==> src/rtl/hazard_unit.sv <==
// Pipeline interlock and forwarding controller: shadow scoreboard of EX/MEM/WB destinations driving stall, bubble, flush and operand-forward selects.
// Optional FORWARD_EN macro: when defined, only load-use stalls and EX operands are forwarded from MEM/WB; otherwise full EX/MEM interlock.
module hazard_unit #(
    parameter int CNT_W = 16
) (
    input  logic             clock,
    input  logic             reset,
    input  logic [31:0]      PR_IFID_Inst,
    input  logic             EX_BranchTaken,
    output logic             PC_Write,
    output logic             IFID_Write,
    output logic             IDEX_Bubble,
    output logic             IFID_Flush,
    output logic             IDEX_Flush,
    output logic [1:0]       Fwd_A,
    output logic [1:0]       Fwd_B,
    output logic [1:0]       Hazard_State,
    output logic [CNT_W-1:0] Stall_Count,
    output logic [CNT_W-1:0] Flush_Count
);

    typedef struct packed {
        logic       valid;
        logic [4:0] dest;
        logic       is_load;
        logic       is_beq;
        logic [4:0] src_a;
        logic [4:0] src_b;
    } shadow_t;

    typedef enum logic [1:0] {
        ST_RUN   = 2'b00,
        ST_STALL = 2'b01,
        ST_FLUSH = 2'b10
    } hz_state_t;

    shadow_t   id_ent, ex_q, mem_q, wb_q;
    hz_state_t state_q;
    logic      taken, hazard, stall;

    wire [5:0] opcode = PR_IFID_Inst[31:26];
    wire [4:0] rs     = PR_IFID_Inst[25:21];
    wire [4:0] rt     = PR_IFID_Inst[20:16];
    wire [4:0] rd     = PR_IFID_Inst[15:11];
    wire [5:0] funct  = PR_IFID_Inst[5:0];

    // $0 is encoded as "no register": it never equals a nonzero dest.
    always_comb begin
        id_ent       = '0;
        id_ent.valid = 1'b1;
        case (opcode)
            6'h00: begin
                id_ent.dest  = rd;
                id_ent.src_b = rt;
                if (funct[5:2] != 4'd0)
                    id_ent.src_a = rs;
            end
            6'h23: begin
                id_ent.dest    = rt;
                id_ent.is_load = 1'b1;
                id_ent.src_a   = rs;
            end
            6'h2B: begin
                id_ent.src_a = rs;
                id_ent.src_b = rt;
            end
            6'h04: begin
                id_ent.is_beq = 1'b1;
                id_ent.src_a  = rs;
                id_ent.src_b  = rt;
            end
            default: ;
        endcase
    end

    function automatic logic dep_on(input shadow_t e, input logic [4:0] a, input logic [4:0] b);
        return e.valid && (e.dest != 5'd0) && ((e.dest == a) || (e.dest == b));
    endfunction

    function automatic logic [1:0] fwd_sel(input logic [4:0] s, input shadow_t m, input shadow_t w);
        if (s != 5'd0 && m.valid && !m.is_load && m.dest == s)
            return 2'b10;
        else if (s != 5'd0 && w.valid && w.dest == s)
            return 2'b01;
        else
            return 2'b00;
    endfunction

    assign taken = EX_BranchTaken && ex_q.valid && ex_q.is_beq;

`ifdef FORWARD_EN
    assign hazard = ex_q.is_load && dep_on(ex_q, id_ent.src_a, id_ent.src_b);
    assign Fwd_A  = fwd_sel(ex_q.src_a, mem_q, wb_q);
    assign Fwd_B  = fwd_sel(ex_q.src_b, mem_q, wb_q);
`else
    assign hazard = dep_on(ex_q, id_ent.src_a, id_ent.src_b)
                 || dep_on(mem_q, id_ent.src_a, id_ent.src_b);
    assign Fwd_A  = 2'b00;
    assign Fwd_B  = 2'b00;
`endif

    // A taken branch squashes the ID instruction, so its hazard is moot.
    assign stall        = hazard && !taken;
    assign PC_Write     = !stall;
    assign IFID_Write   = !stall;
    assign IDEX_Bubble  = stall;
    assign IFID_Flush   = taken;
    assign IDEX_Flush   = taken;
    assign Hazard_State = state_q;

    always_ff @(posedge clock) begin
        if (reset) begin
            ex_q        <= '0;
            mem_q       <= '0;
            wb_q        <= '0;
            state_q     <= ST_RUN;
            Stall_Count <= '0;
            Flush_Count <= '0;
        end else begin
            ex_q  <= (stall || taken) ? shadow_t'('0) : id_ent;
            mem_q <= ex_q;
            wb_q  <= mem_q;
            if (taken)
                state_q <= ST_FLUSH;
            else if (stall)
                state_q <= ST_STALL;
            else
                state_q <= ST_RUN;
            if (stall && Stall_Count != {CNT_W{1'b1}})
                Stall_Count <= Stall_Count + CNT_W'(1);
            if (taken && Flush_Count != {CNT_W{1'b1}})
                Flush_Count <= Flush_Count + CNT_W'(1);
        end
    end

    logic unused_sink;
    assign unused_sink = ^{PR_IFID_Inst[10:6], mem_q, wb_q, ex_q.is_load, ex_q.src_a, ex_q.src_b};

endmodule
==> config.mk <==
export PLATFORM = sky130hd
export DESIGN_NAME = hazard_unit
export DESIGN_NICKNAME = d
export VERILOG_FILES = /design/src/rtl/hazard_unit.sv
export SDC_FILE = /design/constraint.sdc
export NUM_CORES = 1
export LEC_CHECK = 0
export ABC_CLOCK_PERIOD_IN_PS = 5260
export BUFFER_PORTS_ARGS = -buffer_cell sky130_fd_sc_hd__buf_2
export CORE_MARGIN = 2
export CORE_UTILIZATION = 40
export CTS_BUF_LIST = sky130_fd_sc_hd__clkbuf_8
export DETAILED_ROUTE_END_ITERATION = 12
export GPL_TIMING_DRIVEN = 0
export SLEW_MARGIN = 40
export SYNTH_ARGS = -nofsm -noshare
export SYNTH_HDL_FRONTEND = slang
export SYNTH_SLANG_ARGS = --single-unit
==> constraint.sdc <==
create_clock -name clock -period 5.26 [get_ports clock]
set_input_delay 0.263 -clock clock [delete_from_list [all_inputs] [get_ports clock]]
set_output_delay 0.263 -clock clock [all_outputs]
set_load 0.05 [all_outputs]
; After elaboration in Yosys (flattened, before gate mapping)
; Cells that the tools add are included.
[word_totals]
n_memories = 0
mem_bits_rw = 0
latch_bits = 0
wordCells = 52
reg_bits = 47
rom_bits = 0
output_inout_bits = 43
[op_classes]
magnitude_cmp = 0
n_eq_ne = 9
n_mul = 0
bitwise = 0
n_mux = 9
shifts = 0
n_reduce_logical = 23
add_sub_neg = 2
n_div = 0
[ops]
columns = cell, count
row1 = "adder 16 x 1 -> 16 bit, second input constant", 2
row2 = "inequality test 16 bit, second input constant", 2
row3 = == test 5 bit, 4
row4 = one-hot mux 5 bit (2 select lines), 2
row5 = two-way mux 18 bit, 1
row6 = "== test 6 bit, second input constant", 2
row7 = two-way mux 5 bit, 2
row8 = nonzero test 5 bit, 2
row9 = logical AND 1 bit, 9
row10 = "== test 6 x 3 -> 1 bit, second input constant", 1
row11 = logical NOT 6 bit, 1
row12 = OR reduction 3 bit, 2
row13 = logical OR 1 bit, 4
row14 = nonzero test 4 bit, 1
row15 = OR reduction 2 bit, 2
row16 = two-way mux 1 bit, 3
row17 = logical NOT 1 bit, 2
row18 = two-way mux 2 bit, 1

; Logic depth before layout (Yosys ltp)
[logic_depth]
ltp_word = 10
ltp_mapped = 9

; Least setup slack after synthesis
; Ideal clock, no wire load.
[synth_timing]
path_kind = input-to-output
startpoint = in PR_IFID_Inst[31]
endpoint = out IDEX_Bubble
required_time_ns = 4.997
stages = 9
arrival_ns = 2.794
n_path_buf = 2
slack_ns = 2.203
path_cell_list = or4_1 -> buf_2 -> o22a_4 -> or4_4 -> o211ai_2 -> a2111oi_4 -> buf_2 -> or2_2 -> inv_1
[synth_between]
elab_chain_len = 8
[synth_rtl]
columns = element, line
row1 = start: declaration, 8  ; input logic [31:0] PR_IFID_Inst,
row2 = "== test 6 x 3 -> 1 bit, or another cell as far along", 51  ; case (opcode)
row3 = OR reduction 3 bit (no source line), -
row4 = one-hot mux 5 bit (2 select lines) / two-way mux 5 bit (equally long branches), 51
row5 = == test 5 bit, 77  ; return e.valid && (e.dest != 5'd0) && ((e.dest == a) || (e.dest == b));
row6 = logical OR 1 bit, 77
row7 = logical AND 1 bit, 77
row8 = logical OR 1 bit (*), 97  ; || dep_on(mem_q, id_ent.src_a, id_ent.src_b);
row9 = logical AND 1 bit (*), 103  ; assign stall = hazard && !taken;
row10 = end: declaration, 12  ; output logic IDEX_Bubble,
; Every way passes the cells marked *; elsewhere a longest branch is shown, timed or not.

; Worst setup path in the final report
[layout_timing]
startpoint = reg mem_q[12] in the netlist's numbering
endpoint = out PC_Write
[layout_between]
elab_chain_len = 6
[layout_rtl]
columns = element, line
row1 = start: declaration, 37  ; shadow_t id_ent, ex_q, mem_q, wb_q;
row2 = start signal: assignment, 121  ; mem_q <= ex_q;
row3 = == test 5 bit / nonzero test 5 bit (equally long branches), 77
row4 = logical OR 1 bit / logical AND 1 bit (equally long branches), 77
row5 = logical AND 1 bit (*), 77
row6 = logical OR 1 bit (*), 97
row7 = logical AND 1 bit (*), 103
row8 = logical NOT 1 bit (*), 104  ; assign PC_Write = !stall;
row9 = end: declaration, 10  ; output logic PC_Write,
; Marked as above.

==> impl_metrics.sql <==
INSERT INTO impl_metrics (metric_group, metric, value, unit) VALUES
('detailed_routing', 'drc_violation_total_after_the_first_tritonroute_iteration', '159', ''),
('clocking', 'cts_tree', 'done', ''),
('synthesis', 'asyncSetResetFlopFracSynth', '0', '%'),
('finish', 'fin_util', '48.7', '%'),
('setup_path', 'worstRegToRegCells', '8', ''),
('detailed_routing', 'via_per_inst', '5.44', ''),
('detailed_routing', 'antenna_violating_nets_post_route', '0', ''),
('synthesis', 'synth.yosys.seq_area_share', '34.3', '%'),
('synthesis', 'yosys-top-cells-area', 'dfxtp_1, nor2_1, nor2b_1', ''),
('clocking', 'clockBufferDepth', '2', ''),
('timing', 'maxSlewViolCount', '0', ''),
('grt', 'grt_max_degree', '17', ''),
('floorplan', 'dieArea', '7540', 'sq um'),
('setup_path', 'start_kind', 'register', ''),
('finish', 'share_of_final_layout_standard_cells_stronger_than_drive_strength_1', '24.4', '%'),
('timing', 'rsz0062_at_grt', 'no', ''),
('clocking', 'cts_hold_buf', '0', ''),
('synthesis', 'yosys_warnings', '0', ''),
('finish', 'multiInputGateArea', '1660', 'sq um'),
('timing', 'timing.final.crit_share', '63.3', '%'),
('setup_path', 'worst_path_slowest_cell', 'or3_1', ''),
('run', 'cap_viol_max_count', '0', ''),
('finish', 'layout.nets', '441', ''),
('setup_path', 'r2r-start', 'mem_q[12]', ''),
('floorplan', 'ioPinCount', '78', ''),
('timing', 'total_negative_setup_slacks', '0', 'ps'),
('clocking', 'cts.repair_timing.setup_buffer_count', '0', ''),
('timing', 'tightest_slew', '736', 'ps'),
('grt', 'antenna_found_initial', '0', ''),
('detailed_routing', 'route.detailed.drc', '0', ''),
('floorplan', 'floorplan.die.height', '86.9', 'microns'),
('finish', 'design_area', '3270', 'sq um'),
('floorplan', 'die_w', '86.9', 'microns'),
('setup_path', 'critPathRequiredTime', '5000', 'ps'),
('floorplan', 'core_area', '6720', 'sq um'),
('setup_path', 'cp_max_fo', '10', ''),
('power_and_ir_drop', 'power_leakage', '1.32', 'nW'),
('detailed_routing', 'wl', '6820', 'microns'),
('power_and_ir_drop', 'vdd_ir_drop_max', '0.135', 'mV'),
('setup_path', 'crit_path_end', 'PC_Write', ''),
('detailed_routing', 'detail_route.first_pass.iterations', '4', ''),
('setup_path', 'critPathArrivalTime', '3060', 'ps'),
('setup_path', 'regToRegEndpoint', 'ex_q[10]', ''),
('setup_path', 'most_frequent_cell_on_the_critical_path', 'buf_2', ''),
('detailed_routing', 'vias', '2636', ''),
('timing', 'finalWorstPathRequiredPeriod', '3330', 'ps'),
('grt', 'grt_pass1_vias', '2363', ''),
('setup_path', 'critPathLaunch', 'mem_q[12]', ''),
('place', 'placement.cell_area', '3180', 'sq um'),
('setup_path', 'crit_path_cell_trace', 'or3_1, o31ai_1, a2111oi_0, o22a_1, a2111oi_4, buf_2, or2_2, buf_4, buf_2', ''),
('synthesis', 'synth_area_leader_cell', 'dfxtp_1', ''),
('clocking', 'ctsRootBufferMaster', 'clkbuf_8', ''),
('clocking', 'h-tree-depth', '2', ''),
('setup_path', 'slowest_delay', '430', 'ps'),
('clocking', 'cts_resized', '0', ''),
('place', 'portBuffers', '64', ''),
('timing', 'fin_worst_skew', '9.19', 'ps'),
('setup_path', 'slack_of_the_worst_reg_to_reg_path', '2360', 'ps'),
('floorplan', 'rows', '30', ''),
('grt', 'global_route.usage.total', '18.5', '%'),
('synthesis', 'post-synth-top-area-fraction', '34.3', '%'),
('run_status', 'result_of_the_run', 'finished clean', ''),
('finish', 'seqCellArea', '941', 'sq um'),
('timing', 'hold_viol_final', '0', ''),
('grt', 'globalRoute.totalOverflow', '0', ''),
('power_and_ir_drop', 'totalPowerFinal', '657', 'uW'),
('power_and_ir_drop', 'pwr_density_cell', '201', 'nW/um^2'),
('timing', 'clock.fmax', '0.301', 'GHz'),
('grt', 'grt_first_pass_wirelength', '11300', 'microns'),
('setup_path', 'endpoint_kind', 'output pin', ''),
('hold_path', 'worst_min_delay_path_class', 'input pin to register', '');
==> sequential cells by signal, summed over array words and instances (netlist names) <==
register      flops
Hazard_State      2
ex_q              7
mem_q             6
Flush_Count      16
Stall_Count      16
==> cell usage in the layout, fill, tap and decap left out, types with 10 or more instances in the layout <==
master,count
buf_2,66
dfxtp_1,47
nor2_1,40
nor2b_1,20
a21oi_1,13
nand3_1,12
o21ai_0,12
inv_1,11
nand2_1,11
nand4_1,11
clkbuf_1,10
mux2_2,10
==> metrics by stage <==
| stage | worst slack (ps) | cells |
|---|---|---|
| floorplan | 2200 | 333 |
| global placement | 1990 | 477 |
| detailed placement | 1970 | 477 |
| CTS | 1910 | 485 |
| global route | 1680 | 485 |
| finish | 1930 | 485 |
==> synthesized netlist by cell type, drive strengths merged, types with 5 or more instances <==
cell type and instances:
dfxtp 47, nor2 40, nor2b 20, a21oi 13
nand3 12, o21ai 12, buf 11, inv 11
nand2 11, nand4 11, clkbuf 10, mux2 10
nor3 9, or3 9, xnor2 9, and3 7
nor4 7, or4 7, a22oi 6, nand2b 6
xor2 6, and4 5
==> metal layers <==
metal  global-route usage (%)  share of wire, %
met1                     25.4                47
met2                     29.7                46
met3                     3.41               5.2
met4                     4.83               1.1
met5                        0                 0
==> critical path, delay by kind of cell, from the launching register on <==
family | cells | cell delay [ps]
AND/OR/NAND/NOR | 2 | 600
flip-flops | 1 | 360
buffers and inverters | 3 | 630
AO/OA/AOI/OAI | 4 | 1170
==> worst min-delay path by stage <==
stage,from,to,slack (ps),cells after the start
3_3_place_gp,Flush_Count[9],Flush_Count[9],480,2
2_1_floorplan,PR_IFID_Inst[11],ex_q[12],410,2
4_1_cts,PR_IFID_Inst[12],ex_q[13],190,3
5_1_grt,PR_IFID_Inst[12],ex_q[13],200,3
3_5_place_dp,Stall_Count[6],Stall_Count[6],490,2
6_report,PR_IFID_Inst[12],ex_q[13],190,3
==> power by group <==
group	internal [mW]	switching, mW
clock	0.0953	0.133
sequential	0.358	0.00185
combinational	0.0248	0.0443
==> area by class of cell <==
class / instances / share of cell area, %
Sequential cell: 47 / 28.8
Inverter: 11 / 1.26
Multi-Input combinational cell: 254 / 50.9
Tap cell: 80 / 3.06
Timing Repair Buffer: 64 / 9.79
Clock inverter: 3 / 0.727
Clock buffer: 5 / 2.10
Buffer: 21 / 3.40
==> kinds of logic (layout without fill, tap and decap cells) <==
logic type | count (synthesis) | after routing | synth area share, %
and+or+nand+nor | 160 | 160 | 32.7
AOI/OAI and AO/OA | 61 | 61 | 16.9
DFF | 47 | 47 | 34.3
buffers and inverters | 32 | 104 | 5.56
xor gates and xnor gates | 15 | 15 | 4.78
muxes | 12 | 12 | 4.83
adders and majority gates | 2 | 2 | 0.911
other | 1 | 4 | 0.137
Power figures use the tool's default switching activity.
